## src/rtl/timer_pwm_multi.sv

```systemverilog
// N-channel timer/PWM generator: one shared counter, selectable tick source,
// Normal / Fast PWM / Phase-Correct modes with double-buffered TOP, compare and mode.
module timer_pwm_multi #(
    parameter int WIDTH    = 32,
    parameter int NCH      = 2,
    parameter int PRESCALE = 8
) (
    input  logic                 clk,
    input  logic                 reset,
    input  logic [1:0]           TMR_SRC,
    input  logic [1:0]           TMR_MODE,
    input  logic [WIDTH-1:0]     TIMER_TOP,
    input  logic [NCH*WIDTH-1:0] PWM_CNT,
    input  logic                 ext_tick,
    input  logic                 irq_clr,
    output logic [NCH-1:0]       PWM_OUT,
    output logic                 timer_interrupt,
    output logic [WIDTH-1:0]     count
);

    // mode | meaning
    // 00   | normal: 0..TOP wrap, outputs toggle on compare match
    // 01   | fast pwm: 0..TOP wrap, output = count < cmp
    // 10   | phase-correct: 0..TOP..0, output = count < cmp
    // 11   | hold: counter and outputs frozen
    localparam logic [1:0] MODE_NORMAL = 2'b00;
    localparam logic [1:0] MODE_FAST   = 2'b01;
    localparam logic [1:0] MODE_PC     = 2'b10;
    localparam logic [1:0] MODE_HOLD   = 2'b11;

    localparam logic [1:0] SRC_STOP = 2'b00;
    localparam logic [1:0] SRC_CLK  = 2'b01;
    localparam logic [1:0] SRC_PRE  = 2'b10;
    localparam logic [1:0] SRC_EXT  = 2'b11;

    localparam int PW = (PRESCALE > 1) ? $clog2(PRESCALE) : 1;
    localparam logic [PW-1:0]    PRESC_LAST = PW'(PRESCALE - 1);
    localparam logic [WIDTH-1:0] ONE        = {{(WIDTH-1){1'b0}}, 1'b1};

    logic [WIDTH-1:0]     top_sh;
    logic [NCH*WIDTH-1:0] cmp_sh;
    logic [1:0]           mode_sh;
    logic                 loaded;
    logic                 dir_up;
    logic [PW-1:0]        presc;
    logic                 sync1, sync2, edge_q;

    logic                 tick_raw, tick, adv, boundary, load, dir_n;
    logic [WIDTH-1:0]     count_n;
    logic [1:0]           mode_eff;
    logic [NCH*WIDTH-1:0] cmp_eff;
    logic [NCH-1:0]       pwm_n;

    always_comb begin
        case (TMR_SRC)
            SRC_CLK: tick_raw = 1'b1;
            SRC_PRE: tick_raw = (presc == PRESC_LAST);
            SRC_EXT: tick_raw = sync2 & ~edge_q;
            default: tick_raw = 1'b0;
        endcase
    end

    // the first clock after reset only loads the shadows; counting starts afterwards
    assign tick = loaded & tick_raw;
    assign adv  = tick & (mode_sh != MODE_HOLD);

    always_comb begin
        boundary = 1'b0;
        count_n  = count;
        dir_n    = dir_up;
        if (adv) begin
            if (mode_sh == MODE_PC) begin
                if (count == '0) begin
                    count_n  = (top_sh == '0) ? '0 : ONE;
                    dir_n    = 1'b1;
                    boundary = 1'b1;
                end else if (dir_up && (count < top_sh)) begin
                    count_n = count + ONE;
                end else begin
                    count_n = count - ONE;
                    dir_n   = 1'b0;
                end
            end else begin
                if (count >= top_sh) begin
                    count_n  = '0;
                    boundary = 1'b1;
                end else begin
                    count_n = count + ONE;
                end
            end
        end
        load     = ~loaded | boundary | (TMR_SRC == SRC_STOP);
        mode_eff = load ? TMR_MODE : mode_sh;
        cmp_eff  = load ? PWM_CNT : cmp_sh;
        if (load && (TMR_MODE != mode_sh)) begin
            count_n = '0;
            dir_n   = 1'b1;
        end
    end

    // outputs are computed from the values the next period will use, so they track count
    always_comb begin
        pwm_n = PWM_OUT;
        for (int i = 0; i < NCH; i++) begin
            case (mode_eff)
                MODE_NORMAL: if (adv && (count_n == cmp_eff[i*WIDTH +: WIDTH])) pwm_n[i] = ~PWM_OUT[i];
                MODE_FAST,
                MODE_PC:     pwm_n[i] = (count_n < cmp_eff[i*WIDTH +: WIDTH]);
                default:     pwm_n[i] = PWM_OUT[i];
            endcase
        end
    end

    always_ff @(posedge clk or negedge reset) begin
        if (!reset) begin
            count           <= '0;
            dir_up          <= 1'b1;
            presc           <= '0;
            sync1           <= 1'b0;
            sync2           <= 1'b0;
            edge_q          <= 1'b0;
            PWM_OUT         <= '0;
            timer_interrupt <= 1'b0;
            top_sh          <= '0;
            cmp_sh          <= '0;
            mode_sh         <= MODE_NORMAL;
            loaded          <= 1'b0;
        end else begin
            loaded <= 1'b1;
            if (load) begin
                top_sh  <= TIMER_TOP;
                cmp_sh  <= PWM_CNT;
                mode_sh <= TMR_MODE;
            end
            count           <= count_n;
            dir_up          <= dir_n;
            PWM_OUT         <= pwm_n;
            timer_interrupt <= boundary | (timer_interrupt & ~irq_clr);
            sync1           <= ext_tick;
            sync2           <= sync1;
            edge_q          <= sync2;
            if (TMR_SRC == SRC_PRE)
                presc <= (presc == PRESC_LAST) ? '0 : presc + 1'b1;
            else
                presc <= '0;
        end
    end

endmodule

```

## config.mk

```make
export PLATFORM = sky130hd
export DESIGN_NAME = timer_pwm_multi
export DESIGN_NICKNAME = d
export VERILOG_FILES = /design/src/rtl/timer_pwm_multi.sv
export SDC_FILE = /design/constraint.sdc
export NUM_CORES = 1
export LEC_CHECK = 0
export CAP_MARGIN = 20
export CORE_UTILIZATION = 30
export DETAILED_ROUTE_END_ITERATION = 10
export GPL_TIMING_DRIVEN = 0
export PLACE_DENSITY = 0.47
export SYNTH_ARGS = -nofsm -noshare
export SYNTH_HDL_FRONTEND = slang
export SYNTH_SLANG_ARGS = --single-unit
export TNS_END_PERCENT = 1
```

## constraint.sdc

```tcl
create_clock -name clk -period 11.33 [get_ports clk]
set_input_delay 3.399 -clock clk [delete_from_list [all_inputs] [get_ports clk]]
set_output_delay 3.399 -clock clk [all_outputs]
set_load 0.005 [all_outputs]
```

==> flow_summary.json <==
{
  "status": "finished, final reports clean",
  "vdd_drop_max_v": 0.000111,
  "drc": 0,
  "layout.nets": 1425,
  "synth_top_flop_cell": "dfrtp_1",
  "r2r_start": "count[31]",
  "cp.arrival_ps": 8820,
  "critPathLaunch": "TMR_SRC[1]",
  "worstRegToRegCells": 20,
  "setup_violations": 0,
  "worst_hold_slack_ps": 353,
  "drive_above_1_share_pct": 14.3,
  "syn_area_um2": 9760,
  "cts_buffer_depth": 2,
  "slew_headroom_pct": 28.6,
  "synth_edf_count": 0,
  "max_freq_ghz": 0.118,
  "fin_total_pwr_mw": 2.34,
  "grt.total_usage_pct": 21.2,
  "cp-start-kind": "input pin",
  "drt_wl_total_um": 34400,
  "cts-root-buf": "clkbuf_16",
  "worstReg2RegEnd": "PWM_OUT[1]",
  "syn-instance-count": 1061,
  "grt_max_degree": 88,
  "cp_max_fo": 10,
  "slew_viol_final": 0,
  "crit_path_end_kind": "flip-flop",
  "synthDistinctLibCells": 68,
  "ys_seq_area_share_pct": 36.2,
  "setup_tns_ps": 0,
  "core-area_um2": 31800,
  "cts.sinks": 141,
  "r2r_slack_ps": 4600,
  "synth-async-reset-ratio_pct": 100,
  "fin_crit_ps": 8480,
  "max_cap_violations": 0,
  "post-dp-hpwl_um": 26700,
  "postCtsSetupBuffers": 0,
  "rsz0062_at_grt": "false",
  "hold_buffers": 0,
  "routabilityCongestion": 0.924,
  "ys_seq_elements": 141,
  "grt_pass1_vias": 8755,
  "path_cells": "clkdlybuf4s50_1 -> a21oi_1 -> a311o_1 -> clkbuf_1 -> clkbuf_1 -> o21ai_0 -> a31oi_1 -> ha_1 -> nand4_1 -> nor3_1 -> nand3_1 -> nor4_1 -> nand2_1 -> o21ai_0 -> o2111ai_1 -> o31ai_1",
  "first_iter_violations": 615,
  "leakage_nw": 5.42,
  "grt_overflow": 0,
  "cts_tree": "built",
  "numCtsBuffers": 17,
  "die_area_um2": 33300,
  "cts.clk_slew.worst_paths_ps": 60,
  "timing.final.crit_share_pct": 74.9,
  "syn_to_final_growth_pct": 26.3,
  "clk_latency_ps": 440,
  "final_cell_mix": "dfrtp_1, clkdlybuf4s50_1, ha_1",
  "io_buffers": 138,
  "htreeDepth": 4,
  "die_y_um": 182,
  "ant_nets": 0,
  "cp-endpoint": "PWM_OUT[1]",
  "fp.dieW_um": 182,
  "clock_skew_ps": 7.99,
  "antennaDiodeCount": 0,
  "hold_violations": 0,
  "vias_per_cell": 5.26,
  "yosysWarnings": 0,
  "powerDensity_nw_per_um2": 190,
  "row_count": 65,
  "worstMarginPinSlew_ps": 1060,
  "cts-resized-gates": 0,
  "dr.pass1.iters": 5,
  "wl_per_cell_um": 20.6,
  "worstSetupPathType": "in2reg",
  "grt_pass1_wl_um": 52400,
  "hold_depth": 0,
  "hold_class": "reg2reg",
  "syn_nets": 1266,
  "crit_path_top_delay_cell": "clkbuf_1",
  "io_pins": 139,
  "max_stage_delay_ps": 670,
  "num_vias": 8772,
  "initial_utilization_pct": 30.7,
  "required_ps": 11670,
  "final_common_cell": "dfrtp_1",
  "avgSynthCellArea_um2": 9.20,
  "grt_antenna_before_repair": 0
}
==> worst max-delay path: cells and delay by family <==
family,cells,cell delay [ps]
fa+ha+maj,1,220
compound gates,7,1930
buf+inv,3,1810
simple gates,5,1460
==> per-stage QoR <==
| stage | setup slack (ps) | util, % | area [um^2] | std cells |
|---|---|---|---|---|
| floorplan | 4600 | - | 9760 | 1061 |
| detailed placement | 2410 | 36.9 | 11700 | 1636 |
| CTS | 2850 | 38.7 | 12300 | 1668 |
| global placement | 695 | 36.7 | 11700 | 1634 |
| finish | 2850 | 38.7 | 12300 | 1668 |
| global route | 2360 | 38.7 | 12300 | 1668 |
==> worst min path at each step <==
stage	startpoint	end
detailed placement	sync1	sync2
finish	sync1	sync2
floorplan	sync1	sync2
CTS	sync1	sync2
global placement	sync1	sync2
global route	sync1	sync2
==> layout make-up <==
cell class | instances | area [um^2]
fill | 3273 | 19500
tap | 435 | 544
timing repair buffer | 140 | 1420
inverter | 114 | 428
sequential | 141 | 3530
clock inverter | 12 | 136
buffer | 54 | 279
clock buffer | 20 | 467
multi-input combinational | 752 | 5520
==> sequential cells by signal (all words and copies together), names as in the netlist <==
register,count
cmp_sh,64
count,32
top_sh,32
presc,3
PWM_OUT,2
mode_sh,2
dir_up,1
edge_q,1
loaded,1
sync1,1
sync2,1
timer_interrupt,1
==> report_power, final <==
part / switching, mW / internal, mW
Combinational: 0.652 / 0.397
Sequential: 0.0837 / 0.630
Clock: 0.238 / 0.343
==> Yosys cell counts (4+ instances only) <==
library cell | n | share of area, %
nand3b_1 | 6 | 0.46
nand4_1 | 36 | 2.3
xnor2_1 | 5 | 0.45
o21ai_1 | 17 | 0.87
nor3_1 | 33 | 1.7
o211ai_1 | 10 | 0.77
nor2_1 | 37 | 1.4
o21ai_0 | 51 | 2.6
nor2b_1 | 7 | 0.45
a21oi_1 | 60 | 3.1
clkbuf_1 | 36 | 1.4
a311oi_1 | 4 | 0.36
a221oi_1 | 4 | 0.36
a2111oi_0 | 4 | 0.36
inv_2 | 55 | 2.1
a31oi_1 | 9 | 0.58
and2_1 | 6 | 0.38
o31ai_1 | 7 | 0.54
nand2_1 | 98 | 3.8
o2111ai_1 | 8 | 0.72
mux2i_2 | 57 | 8.0
buf_6 | 8 | 0.92
nand3_1 | 37 | 1.9
and4_1 | 5 | 0.45
ha_1 | 101 | 13
or4_1 | 10 | 0.77
inv_1 | 59 | 2.3
a211oi_1 | 8 | 0.62
mux2i_1 | 14 | 1.4
and3_1 | 9 | 0.58
nor4_1 | 29 | 1.9
a21o_1 | 21 | 1.6
or3_1 | 5 | 0.32
dfrtp_1 | 140 | 36
nand2b_1 | 6 | 0.38
buf_2 | 7 | 0.36
==> cell families (layout without fill, tap and decap cells) <==
group	Yosys count	after routing	synth area share [%]
and+or+nand+nor	337	337	17.9
AOI/OAI and AO/OA	233	233	15.3
buffers and inverters	168	340	7.24
DFF	141	141	36.2
adders and majority gates	101	101	12.9
muxes	72	72	9.59
xor gates and xnor gates	8	8	0.718
other	1	1	0.0384
==> routing by layer <==
metal	global-route usage [%]	share of wire, %
met1	29.1	47
met2	33.3	45
met3	3.27	5.2
met4	8.20	3.0
met5	0	0
Power figures use the tool's default switching activity.
